[config.mk]
export PLATFORM = sky130hd
export DESIGN_NAME = passthrough_pipe_flat
export DESIGN_NICKNAME = d
export VERILOG_FILES = /design/src/rtl/passthrough_pkg.sv /design/src/rtl/passthrough_pipe_if.sv /design/src/rtl/passthrough_pipe_stage.sv /design/src/rtl/passthrough_pipe.sv /design/src/flat_wrapper.sv
export SDC_FILE = /design/constraint.sdc
export NUM_CORES = 1
export LEC_CHECK = 0
export BUFFER_PORTS_ARGS = -buffer_cell sky130_fd_sc_hd__buf_2
export CAP_MARGIN = 20
export CORE_AREA = 2 2 39 41
export DETAILED_ROUTE_END_ITERATION = 8
export DIE_AREA = 0 0 41 43
export GPL_ROUTABILITY_DRIVEN = 1
export HOLD_SLACK_MARGIN = 0.05
export PLACE_DENSITY_LB_ADDON = 0.25
export SKIP_LAST_GASP = 1
export SYNTH_ARGS = -nofsm -noshare
export SYNTH_HDL_FRONTEND = slang
export SYNTH_SLANG_ARGS = --single-unit
[constraint.sdc]
create_clock -name clk -period 1.7 [get_ports clk]
set_input_delay 0.255 -clock clk [delete_from_list [all_inputs] [get_ports clk]]
set_output_delay 0.255 -clock clk [all_outputs]
set_load 0.005 [all_outputs]
[src/rtl/passthrough_pkg.sv]
// rtl/passthrough_pkg.sv - shared mode encodings for passthrough_pipe
package passthrough_pkg;

   localparam int MODE_W = 2;

   typedef enum logic [MODE_W-1:0] {
      MODE_PASS = 2'b00,
      MODE_INV  = 2'b01,
      MODE_NEG  = 2'b10,
      MODE_ZERO = 2'b11
   } mode_e;

endpackage

[src/rtl/passthrough_pipe_if.sv]
// rtl/passthrough_pipe_if.sv - producer/consumer handshake bundle for passthrough_pipe
interface passthrough_pipe_if
   import passthrough_pkg::*;
#(
   parameter int WIDTH     = 4,
   parameter int OUT_WIDTH = 4
) ();

   logic signed [WIDTH-1:0]     in1;
   logic        [MODE_W-1:0]    mode;
   logic                        in_valid;
   logic                        in_ready;
   logic signed [OUT_WIDTH-1:0] result;
   logic                        out_valid;
   logic                        out_ready;

   // Environment side: drives operands and consumer backpressure.
   modport master (
      output in1, mode, in_valid, out_ready,
      input  in_ready, result, out_valid
   );

   // Pipeline side.
   modport slave (
      input  in1, mode, in_valid, out_ready,
      output in_ready, result, out_valid
   );

endinterface

[src/rtl/passthrough_pipe_stage.sv]
// rtl/passthrough_pipe_stage.sv - one valid/ready register slice of the pipe
module pipe_stage #(
   parameter int DATA_WIDTH = 8
) (
   input  logic                  clk,
   input  logic                  rst,
   input  logic                  flush,
   input  logic                  down_ready,
   input  logic                  up_valid,
   input  logic [DATA_WIDTH-1:0] up_data,
   output logic                  valid,
   output logic [DATA_WIDTH-1:0] data
);

   logic                  valid_q, valid_d;
   logic [DATA_WIDTH-1:0] data_q, data_d;
   logic                  load;

   // Load when empty or when downstream takes our item; a bubble keeps old data.
   always_comb begin
      load    = !valid_q || down_ready;
      valid_d = valid_q;
      data_d  = data_q;
      if (load) begin
         valid_d = up_valid;
         if (up_valid) begin
            data_d = up_data;
         end
      end
      if (flush) begin
         valid_d = 1'b0;
      end
   end

   // Stage registers; reset clears both valid and data.
   always_ff @(posedge clk) begin
      if (rst) begin
         valid_q <= 1'b0;
         data_q  <= '0;
      end else begin
         valid_q <= valid_d;
         data_q  <= data_d;
      end
   end

   assign valid = valid_q;
   assign data  = data_q;

endmodule

[src/rtl/passthrough_pipe.sv]
// rtl/passthrough_pipe.sv - mode decode, sign extension and DEPTH-stage elastic pipe
module passthrough_pipe
   import passthrough_pkg::*;
#(
   parameter int WIDTH     = 4,
   parameter int OUT_WIDTH = 4,
   parameter int DEPTH     = 2
) (
   input  logic                       clk,
   input  logic                       rst,
   input  logic                       flush,
   passthrough_pipe_if.slave          bus,
   output logic [$clog2(DEPTH+1)-1:0] count
);

   localparam int CW = $clog2(DEPTH + 1);

   if (WIDTH < 2 || WIDTH > 32) begin : g_bad_width
      $error("passthrough_pipe: WIDTH must be in 2..32");
   end
   if (OUT_WIDTH < WIDTH) begin : g_bad_out_width
      $error("passthrough_pipe: OUT_WIDTH must be >= WIDTH");
   end
   if (DEPTH < 1 || DEPTH > 8) begin : g_bad_depth
      $error("passthrough_pipe: DEPTH must be in 1..8");
   end

   logic signed [WIDTH-1:0]     op_val;
   logic signed [OUT_WIDTH-1:0] ext_val;
   logic        [DEPTH:0]       ready_vec;
   logic        [DEPTH-1:0]     valid_vec;
   logic        [OUT_WIDTH-1:0] data_arr [DEPTH];
   logic                        s0_valid;

   // Apply the operation in WIDTH bits, then sign-extend once before stage 0.
   always_comb begin
      op_val = '0;
      case (mode_e'(bus.mode))
         MODE_PASS: op_val = bus.in1;
         MODE_INV:  op_val = ~bus.in1;
         MODE_NEG:  op_val = -bus.in1;
         MODE_ZERO: op_val = '0;
         default:   op_val = '0;
      endcase
      ext_val = OUT_WIDTH'(op_val);
   end

   // Ready ripples back from the consumer; an empty stage is always ready.
   always_comb begin
      ready_vec        = '0;
      ready_vec[DEPTH] = bus.out_ready;
      for (int k = DEPTH - 1; k >= 0; k--) begin
         ready_vec[k] = !valid_vec[k] || ready_vec[k+1];
      end
   end

   assign bus.in_ready = ready_vec[0] && !flush && !rst;
   assign s0_valid     = bus.in_valid && bus.in_ready;

   for (genvar k = 0; k < DEPTH; k++) begin : g_stage
      logic                 up_valid;
      logic [OUT_WIDTH-1:0] up_data;

      if (k == 0) begin : g_first
         assign up_valid = s0_valid;
         assign up_data  = ext_val;
      end else begin : g_rest
         assign up_valid = valid_vec[k-1];
         assign up_data  = data_arr[k-1];
      end

      pipe_stage #(
         .DATA_WIDTH (OUT_WIDTH)
      ) u_stage (
         .clk        (clk),
         .rst        (rst),
         .flush      (flush),
         .down_ready (ready_vec[k+1]),
         .up_valid   (up_valid),
         .up_data    (up_data),
         .valid      (valid_vec[k]),
         .data       (data_arr[k])
      );
   end

   assign bus.out_valid = valid_vec[DEPTH-1];
   assign bus.result    = data_arr[DEPTH-1];

   // Occupancy is the population count of the stage valid bits.
   always_comb begin
      count = '0;
      for (int k = 0; k < DEPTH; k++) begin
         count = count + CW'(valid_vec[k]);
      end
   end

endmodule

[src/flat_wrapper.sv]
// flat-port wrapper written by rule: the top's interface ports become plain ports
module passthrough_pipe_flat import passthrough_pkg::*;
#(
   parameter int WIDTH     = 4,
   parameter int OUT_WIDTH = 4,
   parameter int DEPTH     = 2
)
  (clk, rst, flush, count, bus_in1, bus_mode, bus_in_valid, bus_out_ready, bus_in_ready, bus_result, bus_out_valid);
  passthrough_pipe_if #(.WIDTH(WIDTH), .OUT_WIDTH(OUT_WIDTH)) bus_i ();
  input  logic clk;
  input  logic rst;
  input  logic flush;
  output logic [$clog2(DEPTH+1)-1:0] count;
  input wire logic [$bits(bus_i.in1)-1:0] bus_in1;
  input wire logic [$bits(bus_i.mode)-1:0] bus_mode;
  input wire logic [$bits(bus_i.in_valid)-1:0] bus_in_valid;
  input wire logic [$bits(bus_i.out_ready)-1:0] bus_out_ready;
  output wire logic [$bits(bus_i.in_ready)-1:0] bus_in_ready;
  output wire logic [$bits(bus_i.result)-1:0] bus_result;
  output wire logic [$bits(bus_i.out_valid)-1:0] bus_out_valid;
  assign bus_i.in1 = bus_in1;
  assign bus_i.mode = bus_mode;
  assign bus_i.in_valid = bus_in_valid;
  assign bus_i.out_ready = bus_out_ready;
  assign bus_in_ready = bus_i.in_ready;
  assign bus_result = bus_i.result;
  assign bus_out_valid = bus_i.out_valid;
  passthrough_pipe #(.WIDTH(WIDTH), .OUT_WIDTH(OUT_WIDTH), .DEPTH(DEPTH)) u_core (.clk(clk), .rst(rst), .flush(flush), .bus(bus_i), .count(count));
endmodule
==> flow_metrics.py <==
metrics = {
    "worst_setup_path": {
        "cp.required_ns": 1.84,
        "cp-start-kind": "flip-flop",
        "crit_type": "reg -> reg",
        "cp-end-kind": "flip-flop",
        "r2r-start": "u_core.g_stage[1].u_stage.valid",
        "reg2reg_to": "u_core.g_stage[0].u_stage.data[2]",
        "worstPathArrival_ns": 1.61,
        "r2r_slack_ns": 0.23,
        "ff2ff_path_depth": 4,
        "cp_max_fo": 8,
        "crit_start": "u_core.g_stage[1].u_stage.valid",
    },
    "global_routing": {
        "grt_overflow_total": 0,
        "antenna_found_initial": 0,
        "track_usage_pct": 12.5,
        "grt_start_max_net_pins": 13,
        "grt_pass1_wl_um": 1460,
        "grt_pass1_vias": 356,
    },
    "floorplanning": {
        "die_height_um": 43,
        "fp.dieArea_sq_mm": 0.00176,
        "core_sq_mm": 0.00138,
        "core.rowCount": 14,
        "num_io_pins": 19,
        "die_w_um": 41,
        "start_util_pct": 37.4,
    },
    "place": {
        "port_buffers": 18,
        "hpwl_um": 694,
        "gp_congestion": 0.711,
        "post-place-ws_ns": 0.225,
        "dp.cells": 86,
        "placed_area_sq_um": 621,
    },
    "clock_network": {
        "cts_buffers": 3,
        "path_clk_slew_ns": 0.06,
        "cts_sinks": 10,
        "ctsResizeCount": 0,
        "htreeDepth": 1,
        "clk_path_buf_depth": 2,
        "cts_setup_buffers": 0,
        "cts_hold_repair.buffers": 0,
        "clock-root-buffer": "clkbuf_4",
        "cts_tree": "built",
        "clk-insertion-delay-late_ns": 0.26,
    },
    "logic_synthesis": {
        "synth_most_common_cell": "dfxtp_1",
        "synth_cell_type_count": 21,
        "synth_area_sq_um": 518,
        "syn_avg_cell_area_sq_um": 9.59,
        "synth-main-ff-cell": "dfxtp_1",
        "synth_area_leaders": "dfxtp_1, mux2i_1, nor2_1, a2111oi_4, ha_1",
        "yosys.area.top_type": "dfxtp_1",
        "yosys.area.top_type_share_pct": 38.6,
        "synth_seq_cells": 10,
        "async_flop_share_pct": 0,
        "synth_common_cells": "dfxtp_1, nor2_1, mux2i_1, inv_1, nor3_1",
        "synth_cells": 54,
        "yosys_warnings": 0,
        "ys_seq_area_share_pct": 38.6,
        "synth-edff-count": 0,
        "synth_fp_nets": 67,
    },
    "hold_path": {
        "hold-path-endpoint": "u_core.g_stage[1].u_stage.valid",
        "holdPathStages": 2,
        "min_from": "flush",
        "hold_class": "in -> reg",
    },
    "sta": {
        "fin_tns_setup_ns": 0,
        "hold_viol": 0,
        "worst_pin_slew_ns": 0.532,
        "slew_headroom_pct": 64.6,
        "layout_setup_ws_ns": 0.228,
        "finalSetupViolCount": 0,
        "holdWs_ns": 0.237,
        "drv_slew": 0,
        "max_freq_ghz": 0.679,
        "timing.final.crit_share_pct": 86.6,
        "clock_skew_ns": 0.00311,
        "rsz0062_at_grt": "no",
        "post-route-min-period_ns": 1.47,
    },
    "final_layout": {
        "antennaDiodeCount": 0,
        "drive_gt1_share_pct": 37.8,
        "fill_cells": 139,
        "final_cells": 90,
        "stdcell_area_sq_um": 657,
        "multiInputGateArea_sq_um": 295,
        "ff_latch_area_sq_um": 200,
        "finalNetCount": 88,
        "final_util_pct": 47.5,
        "area_growth_pct": 26.8,
    },
    "power_and_ir_drop": {
        "irDropWorstVdd_mv": 0.457,
        "p_per_area_mw_per_mm2": 803,
        "design_power_total_mw": 0.527,
        "power.leakage_nw": 0.317,
    },
    "drt": {
        "drc": 0,
        "ant_nets": 0,
        "via_per_inst": 4.80,
        "drt_iter0_drc": 4,
        "vias": 432,
        "drt_wl_total_um": 920,
        "wire_per_inst_um": 10.2,
        "first_pass_iters": 4,
    },
    "run": {
        "drv_cap": 0,
    },
    "run_status": {
        "status": "completed",
    },
}
-- worst max path at each step --
stage                                   endpoint  slack, ns
2_1_floorplan  u_core.g_stage[0].u_stage.data[2]       0.32
3_3_place_gp   u_core.g_stage[0].u_stage.data[2]       0.27
3_5_place_dp   u_core.g_stage[0].u_stage.data[2]       0.23
4_1_cts        u_core.g_stage[0].u_stage.data[2]       0.22
5_1_grt        u_core.g_stage[0].u_stage.data[2]       0.10
6_report       u_core.g_stage[0].u_stage.data[2]       0.23
-- final cells by class --
class	instances	share of cell area, %
Clock buffer	4	5.52
Sequential cell	10	30.5
Multi-Input combinational cell	38	45.0
Tap cell	16	3.05
Inverter	4	2.29
Timing Repair Buffer	18	13.7
-- per-layer routing --
metal / up-vias / share of wire (%) / global-route usage, %
met4: 0 / 2.5 / 12.0
met5: - / 0 / 0
met3: 2 / 7.0 / 1.57
met1: 181 / 51 / 17.3
li1: 230 / - / -
met2: 19 / 40 / 15.6
-- cells by family (layout without fill, tap and decap cells) --
logic type	Yosys count	count (layout)	synth area share [%]
AOI/OAI and AO/OA	9	9	18.1
xor gates and xnor gates	2	2	3.38
adders and majority gates	2	2	4.83
buffers and inverters	6	26	4.35
DFF	10	10	38.6
muxes	6	6	11.8
and+or+nand+nor	19	19	18.8
-- critical path: stages (launching register included) --
cell and delay (ns):
dfxtp_1 0.32, nor2b_4 0.14, a2111oi_4 0.57, o221a_2 0.28, nor3_1 0.04
-- report_power, final --
part / internal (mW) / switching, mW
registers: 0.242 / 0.00511
clock network: 0.130 / 0.0803
logic: 0.0336 / 0.0367
-- flip-flops by register name, summed over array words and instances (netlist names) --
register                      count
u_core.g_stage.u_stage.valid      2
u_core.g_stage.u_stage.data       8
-- layout by cell type, fill, tap and decap left out, types with 2 or more instances in the layout --
cell type	n
a21oi_1	3
buf_2	18
clkbuf_4	3
dfxtp_1	10
ha_1	2
inv_1	4
mux2i_1	5
nand2_1	2
nand2b_1	2
nor2_1	8
nor3_1	4
o221a_2	2
Power figures use the tool's default switching activity.
